$ cat src/rtl/hu_audio_dma_pkg.sv
// Shared types and constants for the audio encoder DMA read/unpack stage.
package hu_audio_dma_pkg;
  localparam int DMA_W   = 64;
  localparam int SMP_W   = 32;
  localparam int BURST_W = 16;

  localparam logic [2:0] DMA_SIZE_64 = 3'b011;

  typedef enum logic [2:0] {IDLE, REQ, DATA, DRAIN, DONE} state_t;

  typedef struct packed {
    logic [2:0]  size;
    logic [31:0] length;
    logic [31:0] index;
  } dma_ctrl_msg_t;
endpackage

$ cat src/rtl/hu_audio_dma_rd_unpack_if.sv
// ESP DMA read channels plus the outgoing sample stream.
interface hu_audio_dma_rd_unpack_if;
  import hu_audio_dma_pkg::*;

  logic              dma_read_ctrl_valid;
  logic              dma_read_ctrl_ready;
  logic [31:0]       dma_read_ctrl_data_index;
  logic [31:0]       dma_read_ctrl_data_length;
  logic [2:0]        dma_read_ctrl_data_size;
  logic              dma_read_chnl_valid;
  logic              dma_read_chnl_ready;
  logic [DMA_W-1:0]  dma_read_chnl_data;
  logic              smp_valid;
  logic              smp_ready;
  logic [SMP_W-1:0]  smp_data;
  logic              smp_last;

  modport master (
    output dma_read_ctrl_valid, dma_read_ctrl_data_index, dma_read_ctrl_data_length,
           dma_read_ctrl_data_size, dma_read_chnl_ready, smp_valid, smp_data, smp_last,
    input  dma_read_ctrl_ready, dma_read_chnl_valid, dma_read_chnl_data, smp_ready
  );

  modport slave (
    input  dma_read_ctrl_valid, dma_read_ctrl_data_index, dma_read_ctrl_data_length,
           dma_read_ctrl_data_size, dma_read_chnl_ready, smp_valid, smp_data, smp_last,
    output dma_read_ctrl_ready, dma_read_chnl_valid, dma_read_chnl_data, smp_ready
  );
endinterface

$ cat src/rtl/hu_audio_beat_unpack.sv
// Holds one DMA beat and emits it as two samples, low half first.
module hu_audio_beat_unpack #(
  parameter int DMA_W = 64,
  parameter int SMP_W = 32
) (
  input  logic             clk,
  input  logic             rst,
  input  logic             en,
  input  logic             drop_hi,
  input  logic             beat_valid,
  input  logic [DMA_W-1:0] beat_data,
  output logic             beat_ready,
  output logic             smp_valid,
  output logic [SMP_W-1:0] smp_data,
  input  logic             smp_ready
);
  logic [DMA_W-1:0] beat_q;
  logic             lo_pend, hi_pend;
  logic             beat_hs, smp_hs;

  assign smp_valid = lo_pend | hi_pend;
  assign smp_data  = lo_pend ? beat_q[SMP_W-1:0] : beat_q[DMA_W-1:SMP_W];
  assign smp_hs    = smp_valid & smp_ready;
  // A new beat may replace a lone high half in the cycle it is consumed.
  assign beat_ready = en & ~lo_pend & (~hi_pend | smp_ready);
  assign beat_hs    = beat_valid & beat_ready;

  always_ff @(posedge clk or negedge rst) begin
    if (!rst) begin
      beat_q  <= '0;
      lo_pend <= 1'b0;
      hi_pend <= 1'b0;
    end else if (beat_hs) begin
      beat_q  <= beat_data;
      lo_pend <= 1'b1;
      hi_pend <= ~drop_hi;
    end else if (smp_hs) begin
      if (lo_pend) lo_pend <= 1'b0;
      else         hi_pend <= 1'b0;
    end
  end
endmodule

$ cat src/rtl/hu_audio_dma_rd_unpack.sv
// DMA burst-read sequencer feeding the beat unpacker; owns the FSM and counters.
module hu_audio_dma_rd_unpack import hu_audio_dma_pkg::*; #(
  parameter int DMA_W   = 64,
  parameter int SMP_W   = 32,
  parameter int BURST_W = 16
) (
  input  logic               clk,
  input  logic               rst,
  input  logic               start,
  input  logic [31:0]        cfg_base_index,
  input  logic [31:0]        cfg_num_samples,
  input  logic [BURST_W-1:0] cfg_burst_beats,
  output logic               busy,
  output logic               done,
  hu_audio_dma_rd_unpack_if.master bus
);
  state_t        state, state_nx;
  logic [31:0]   next_index, beats_left, smp_left, burst_cnt, burst_r, req_len;
  logic          odd_r;
  logic [32:0]   beats_sum;
  logic          ctrl_hs, beat_hs, smp_hs, last_beat, drop_hi;
  dma_ctrl_msg_t msg;

  assign beats_sum = {1'b0, cfg_num_samples} + 33'd1;
  assign req_len   = (burst_r < beats_left) ? burst_r : beats_left;
  assign msg       = '{size: DMA_SIZE_64, length: req_len, index: next_index};

  assign bus.dma_read_ctrl_valid       = (state == REQ);
  assign bus.dma_read_ctrl_data_index  = msg.index;
  assign bus.dma_read_ctrl_data_length = msg.length;
  assign bus.dma_read_ctrl_data_size   = msg.size;
  assign bus.smp_last                  = bus.smp_valid & (smp_left == 32'd1);

  assign ctrl_hs   = bus.dma_read_ctrl_valid & bus.dma_read_ctrl_ready;
  assign beat_hs   = bus.dma_read_chnl_valid & bus.dma_read_chnl_ready;
  assign smp_hs    = bus.smp_valid & bus.smp_ready;
  assign last_beat = (burst_cnt == 32'd1);
  // Odd counts: the final beat's high half is never a real sample.
  assign drop_hi   = odd_r & last_beat & (beats_left == 32'd0);

  assign busy = (state == REQ) | (state == DATA) | (state == DRAIN);
  assign done = (state == DONE);

  hu_audio_beat_unpack #(.DMA_W(DMA_W), .SMP_W(SMP_W)) u_unpack (
    .clk        (clk),
    .rst        (rst),
    .en         (state == DATA),
    .drop_hi    (drop_hi),
    .beat_valid (bus.dma_read_chnl_valid),
    .beat_data  (bus.dma_read_chnl_data),
    .beat_ready (bus.dma_read_chnl_ready),
    .smp_valid  (bus.smp_valid),
    .smp_data   (bus.smp_data),
    .smp_ready  (bus.smp_ready)
  );

  always_ff @(posedge clk or negedge rst) begin
    if (!rst) state <= IDLE;
    else      state <= state_nx;
  end

  always_comb begin
    state_nx = state;
    unique case (state)
      IDLE:  if (start) state_nx = (cfg_num_samples == 32'd0) ? DONE : REQ;
      REQ:   if (ctrl_hs) state_nx = DATA;
      DATA:  if (beat_hs && last_beat) state_nx = (beats_left != 32'd0) ? REQ : DRAIN;
      DRAIN: if (smp_hs && smp_left == 32'd1) state_nx = DONE;
      DONE:  state_nx = IDLE;
      default: state_nx = IDLE;
    endcase
  end

  always_ff @(posedge clk or negedge rst) begin
    if (!rst) begin
      next_index <= '0;
      beats_left <= '0;
      smp_left   <= '0;
      burst_cnt  <= '0;
      burst_r    <= '0;
      odd_r      <= 1'b0;
    end else begin
      if (state == IDLE && start) begin
        next_index <= cfg_base_index;
        beats_left <= beats_sum[32:1];
        smp_left   <= cfg_num_samples;
        burst_r    <= (cfg_burst_beats == '0) ? 32'd1
                      : {{(32-BURST_W){1'b0}}, cfg_burst_beats};
        odd_r      <= cfg_num_samples[0];
      end else if (smp_hs) begin
        smp_left <= smp_left - 32'd1;
      end
      if (ctrl_hs) begin
        burst_cnt  <= req_len;
        next_index <= next_index + req_len;
        beats_left <= beats_left - req_len;
      end else if (beat_hs) begin
        burst_cnt  <= burst_cnt - 32'd1;
      end
    end
  end
endmodule

$ cat src/flat_wrapper.sv
// flat-port wrapper written by rule: the top's interface ports become plain ports
module hu_audio_dma_rd_unpack_flat import hu_audio_dma_pkg::*;
#(
  parameter int DMA_W   = 64,
  parameter int SMP_W   = 32,
  parameter int BURST_W = 16
)
  (clk, rst, start, cfg_base_index, cfg_num_samples, cfg_burst_beats, busy, done, bus_dma_read_ctrl_valid, bus_dma_read_ctrl_data_index, bus_dma_read_ctrl_data_length, bus_dma_read_ctrl_data_size, bus_dma_read_chnl_ready, bus_smp_valid, bus_smp_data, bus_smp_last, bus_dma_read_ctrl_ready, bus_dma_read_chnl_valid, bus_dma_read_chnl_data, bus_smp_ready);
  hu_audio_dma_rd_unpack_if bus_i ();
  input  logic clk;
  input  logic rst;
  input  logic start;
  input  logic [31:0] cfg_base_index;
  input  logic [31:0] cfg_num_samples;
  input  logic [BURST_W-1:0] cfg_burst_beats;
  output logic busy;
  output logic done;
  output wire logic [$bits(bus_i.dma_read_ctrl_valid)-1:0] bus_dma_read_ctrl_valid;
  output wire logic [$bits(bus_i.dma_read_ctrl_data_index)-1:0] bus_dma_read_ctrl_data_index;
  output wire logic [$bits(bus_i.dma_read_ctrl_data_length)-1:0] bus_dma_read_ctrl_data_length;
  output wire logic [$bits(bus_i.dma_read_ctrl_data_size)-1:0] bus_dma_read_ctrl_data_size;
  output wire logic [$bits(bus_i.dma_read_chnl_ready)-1:0] bus_dma_read_chnl_ready;
  output wire logic [$bits(bus_i.smp_valid)-1:0] bus_smp_valid;
  output wire logic [$bits(bus_i.smp_data)-1:0] bus_smp_data;
  output wire logic [$bits(bus_i.smp_last)-1:0] bus_smp_last;
  input wire logic [$bits(bus_i.dma_read_ctrl_ready)-1:0] bus_dma_read_ctrl_ready;
  input wire logic [$bits(bus_i.dma_read_chnl_valid)-1:0] bus_dma_read_chnl_valid;
  input wire logic [$bits(bus_i.dma_read_chnl_data)-1:0] bus_dma_read_chnl_data;
  input wire logic [$bits(bus_i.smp_ready)-1:0] bus_smp_ready;
  assign bus_dma_read_ctrl_valid = bus_i.dma_read_ctrl_valid;
  assign bus_dma_read_ctrl_data_index = bus_i.dma_read_ctrl_data_index;
  assign bus_dma_read_ctrl_data_length = bus_i.dma_read_ctrl_data_length;
  assign bus_dma_read_ctrl_data_size = bus_i.dma_read_ctrl_data_size;
  assign bus_dma_read_chnl_ready = bus_i.dma_read_chnl_ready;
  assign bus_smp_valid = bus_i.smp_valid;
  assign bus_smp_data = bus_i.smp_data;
  assign bus_smp_last = bus_i.smp_last;
  assign bus_i.dma_read_ctrl_ready = bus_dma_read_ctrl_ready;
  assign bus_i.dma_read_chnl_valid = bus_dma_read_chnl_valid;
  assign bus_i.dma_read_chnl_data = bus_dma_read_chnl_data;
  assign bus_i.smp_ready = bus_smp_ready;
  hu_audio_dma_rd_unpack #(.DMA_W(DMA_W), .SMP_W(SMP_W), .BURST_W(BURST_W)) u_core (.clk(clk), .rst(rst), .start(start), .cfg_base_index(cfg_base_index), .cfg_num_samples(cfg_num_samples), .cfg_burst_beats(cfg_burst_beats), .busy(busy), .done(done), .bus(bus_i));
endmodule
$ cat config.mk
export PLATFORM = sky130hd
export DESIGN_NAME = hu_audio_dma_rd_unpack_flat
export DESIGN_NICKNAME = d
export VERILOG_FILES = /design/src/rtl/hu_audio_dma_pkg.sv /design/src/rtl/hu_audio_dma_rd_unpack_if.sv /design/src/rtl/hu_audio_beat_unpack.sv /design/src/rtl/hu_audio_dma_rd_unpack.sv /design/src/flat_wrapper.sv
export SDC_FILE = /design/constraint.sdc
export NUM_CORES = 1
export LEC_CHECK = 0
export BUFFER_PORTS_ARGS = -buffer_cell sky130_fd_sc_hd__buf_2
export CAP_MARGIN = 20
export CORE_ASPECT_RATIO = 1.2
export CORE_MARGIN = 2
export CORE_UTILIZATION = 40
export DETAILED_ROUTE_END_ITERATION = 7
export GPL_TIMING_DRIVEN = 0
export PLACE_DENSITY = 0.75
export REMOVE_ABC_BUFFERS = 1
export SETUP_SLACK_MARGIN = 0.05
export SYNTH_ARGS = -nofsm -noshare
export SYNTH_HDL_FRONTEND = slang
export SYNTH_SLANG_ARGS = --single-unit
$ cat constraint.sdc
create_clock -name clk -period 5.3 [get_ports clk]
set_clock_uncertainty 0.1 [all_clocks]
set_input_delay 1.06 -clock clk [delete_from_list [all_inputs] [get_ports clk]]
set_output_delay 1.06 -clock clk [all_outputs]
set_load 0.005 [all_outputs]
==> flow_summary.toml <==
[floorplan]
die_area_sq_um = 37890
fp.dieH_microns = 212.8
num_io_pins = 255
floorplan.die.width_microns = 178.0
initial_utilization = 0.4055
core_sq_um = 35850
row_count = 76

[layout]
postLayoutCellArea_sq_um = 17500
area_growth_pct = 20.39
nets = 2191
post_route_cells_drive_above_1_share = 0.2211
nFillCells = 3398
utilization = 0.4882

[global_routing]
overflow = 0
grt_total_usage = 0.2091
first_pass_grt_wire_length_mm = 65.12
grt_pass1_vias = 13310
grt_antenna_before_repair = 2
grt_start_max_net_pins = 83

[logic_synthesis]
synthTopCellsByCount = "sky130_fd_sc_hd__nand2_1 (402), sky130_fd_sc_hd__dfrtp_1 (214), sky130_fd_sc_hd__nor2_1 (106)"
dominantRegCellSynth = "sky130_fd_sc_hd__dfrtp_1"
synth_top_area_cell = "sky130_fd_sc_hd__dfrtp_1"
yosys.area.top_type_share = 0.3684
synth-edff-count = 0
netlist-cell-type-count = 77
synth-async-reset-ratio = 1.000
netlist_top_cells_area = "sky130_fd_sc_hd__dfrtp_1 (37%), sky130_fd_sc_hd__nand2_1 (10%), sky130_fd_sc_hd__ha_1 (5.9%), sky130_fd_sc_hd__xnor2_1 (3.9%), sky130_fd_sc_hd__mux2_2 (3.6%)"
post-synth-top-count-cell = "sky130_fd_sc_hd__nand2_1"
synth_seq_cells = 214
synth_seq_area_share = 0.3684
post_synth.cell_area_avg_sq_um = 8.369
ys_warn_count = 0
netlist_area_sq_um = 14540
number_of_instances_in_the_synthesized_netlist = 1737

[place]
detailedPlacementHpwl_mm = 30.00
routabilityCongestion = 0.8555
postPlaceCellArea_sq_um = 16350
port-buffer-count = 235

[critical_path]
critPathCaptureType = "flop"
path_class = "reg -> reg"
critical_path.startpoint_type = "flop"
worstPathRequired_ps = 5620
timing.critical_path.fanout_max = 10
worst_ep_arrival_time_ps = 5370

[cts]
ctsLongestPathBuffers = 3
cts_tree = "done"
cts-htree-levels = 1
buffer_type_at_the_clock_tree_root = "sky130_fd_sc_hd__clkbuf_16"
clock_latency_reported_for_the_late_side_of_the_worst_skew_pair_ps = 550
tritoncts_num_sinks = 214
clk_pin_slew_worst_paths_ps = 60
cts-hold-fix-buffers = 0
tritoncts.num_buffers = 25

[timing]
layout_min_cycle_time_ps = 5047
timing.final.setup_violations = 0
max_freq_mhz = 198.1
grt_setup_unrepaired = "no"
slew_viol_final = 0
hold_viol_final = 0
slew_headroom = 0.2731
tightestPinTransition_ps = 1083
layout_worst_path_cycle_share = 0.9524

[route]
first_pass_iters = 5
via_per_inst = 5.570
avgRoutedWirePerCell_microns = 16.71
routed_wirelength_mm = 41.08
routed-via-count = 13700
initialDrtViolationCount = 774
final_antenna_net_count = 0
post-route-drc-count = 0

[power]
p_int_mw = 6.104
power.share.combinational = 0.536
max-vdd-ir-drop_mv = 0.2608
p_seq_frac = 0.298
clock_share_of_power = 0.166
net-switching-power_mw = 4.775
power_density_nw_per_um2 = 621.7
switching_share = 0.4389
design_power_total_mw = 10.88
p_leak_nw = 8.247

[worst_hold_path]
min_path_type = "in -> async"

[outcome]
status = "complete, no violations"

[flow_run]
number_of_max_capacitance_violations_reported = 0
final timing paths:
path | endpoint | slack [ps] | startpoint | cells after the start
min in group clk | u_core.u_unpack.beat_q[5] | 370 | u_core.u_unpack.beat_q[5] | 2
max | u_core.bus.dma_read_ctrl_data_index[28] | 250 | u_core.beats_left[8] | 20
min | u_core.u_unpack.beat_q[5] | 370 | rst | 1
max in group asynchronous | u_core.beats_left[9] | 3540 | rst | 3
max reg2reg | u_core.bus.dma_read_ctrl_data_index[28] | 250 | u_core.beats_left[8] | 20
min reg2reg | u_core.u_unpack.beat_q[5] | 370 | u_core.u_unpack.beat_q[5] | 2
registers in the layout, summed over array words and instances (netlist names):
| name | flops |
|---|---|
| u_core.u_unpack.beat_q | 64 |
| u_core.burst_r | 16 |
| u_core.burst_cnt | 32 |
| u_core.u_unpack.lo_pend | 1 |
| u_core.smp_left | 32 |
| u_core.state | 3 |
| u_core.u_unpack.hi_pend | 1 |
| u_core.beats_left | 32 |
| u_core.odd_r | 1 |
| u_core.bus.dma_read_ctrl_data_index | 32 |
layout by cell type, fill, tap and decap left out, types with 24 or more instances in the layout:
cell type                   Yosys  layout
sky130_fd_sc_hd__a21oi_1       94      90
sky130_fd_sc_hd__conb_1         2      34
sky130_fd_sc_hd__nor2_1       106     106
sky130_fd_sc_hd__nand3_1       40      40
sky130_fd_sc_hd__nand2_1      402     400
sky130_fd_sc_hd__a211oi_1      32      31
sky130_fd_sc_hd__inv_1         40      40
sky130_fd_sc_hd__a21o_1        24      24
sky130_fd_sc_hd__and3_1        29      28
sky130_fd_sc_hd__xor2_1        46      46
sky130_fd_sc_hd__buf_2          9     234
sky130_fd_sc_hd__buf_4         19      31
sky130_fd_sc_hd__nor3_1        34      34
sky130_fd_sc_hd__mux2_2        47      46
sky130_fd_sc_hd__nor4_1        27      27
sky130_fd_sc_hd__a31oi_1       30      28
sky130_fd_sc_hd__ha_1          68      66
sky130_fd_sc_hd__dfrtp_1      214     208
sky130_fd_sc_hd__xnor2_1       65      65
sky130_fd_sc_hd__clkbuf_16      0      25
sky130_fd_sc_hd__o21ai_0       79      74
area by class of cell:
cell class / count / area, sq um / area share
multi-input cells: 1409 / 8843 / 0.5053
repair buffers: 281 / 1702 / 0.09723
clock inverters: 13 / 128.9 / 0.007364
flip-flops and latches: 214 / 5363 / 0.3064
clock buffers: 33 / 725.7 / 0.04147
diodes: 1 / 2.502 / 0.0001430
well taps: 468 / 585.6 / 0.03346
inverters: 40 / 150.1 / 0.008579
what timing repair did:
action	CTS	global route
pin swaps	5	7
setup endpoints to repair	69	25
buffers inserted	9	8
resized for setup	18	20
cloned	0	0
metal layers:
layer	share of wire	track usage	wire length [microns]
met4	0.040	0.08677	1662
met3	0.062	0.02724	2527
met1	0.39	0.2477	16200
met5	0	0	0
met2	0.50	0.3785	20690
critical path: stages (launching register included):
cell                        delay (ps)
sky130_fd_sc_hd__dfrtp_2           460
sky130_fd_sc_hd__inv_1              90
sky130_fd_sc_hd__ha_1              230
sky130_fd_sc_hd__a2111oi_4         370
sky130_fd_sc_hd__nor2b_1           180
sky130_fd_sc_hd__o211ai_1          120
sky130_fd_sc_hd__a41oi_2           250
sky130_fd_sc_hd__o21ai_2           110
sky130_fd_sc_hd__nand2_2           120
sky130_fd_sc_hd__buf_4             160
sky130_fd_sc_hd__buf_4             200
sky130_fd_sc_hd__mux2_2            390
sky130_fd_sc_hd__ha_1              410
sky130_fd_sc_hd__a21oi_2           210
sky130_fd_sc_hd__nand2_1           120
sky130_fd_sc_hd__o2111ai_1         230
sky130_fd_sc_hd__o211ai_1          210
sky130_fd_sc_hd__a32o_2            360
sky130_fd_sc_hd__a311oi_2          300
sky130_fd_sc_hd__xor2_1            200
sky130_fd_sc_hd__a21oi_1            90
power by group through the flow:
stage	Combinational, mW	Sequential, mW	Clock (mW)
6_report	5.84	3.24	1.80
5_1_grt	6.56	3.33	1.90
4_1_cts	5.67	3.22	1.85
3_5_place_dp	5.53	3.23	0
3_3_place_gp	5.30	3.19	0
2_1_floorplan	4.08	2.98	0
per-stage QoR:
stage                      TNS, ps  worst slack (ps)  hold slack [ps]  cells
after floorplan            -807280             -8351            340.1   1663
after detailed placement    -35370             -1424            357.0   2395
after global placement    -1610080            -14690            352.1   2366
after CTS                        0             78.43            371.9   2450
after global routing             0             39.67            388.3   2459
final                            0             252.5            365.9   2459
kinds of logic after synthesis:
group,synth area share
and+or+nand+nor,0.2463
AOI/OAI and AO/OA,0.1623
DFF,0.3684
buffers and inverters,0.04338
xor gates and xnor gates,0.06688
adders and majority gates,0.06128
muxes,0.05087
other,0.0005166
Power figures use the tool's default switching activity.
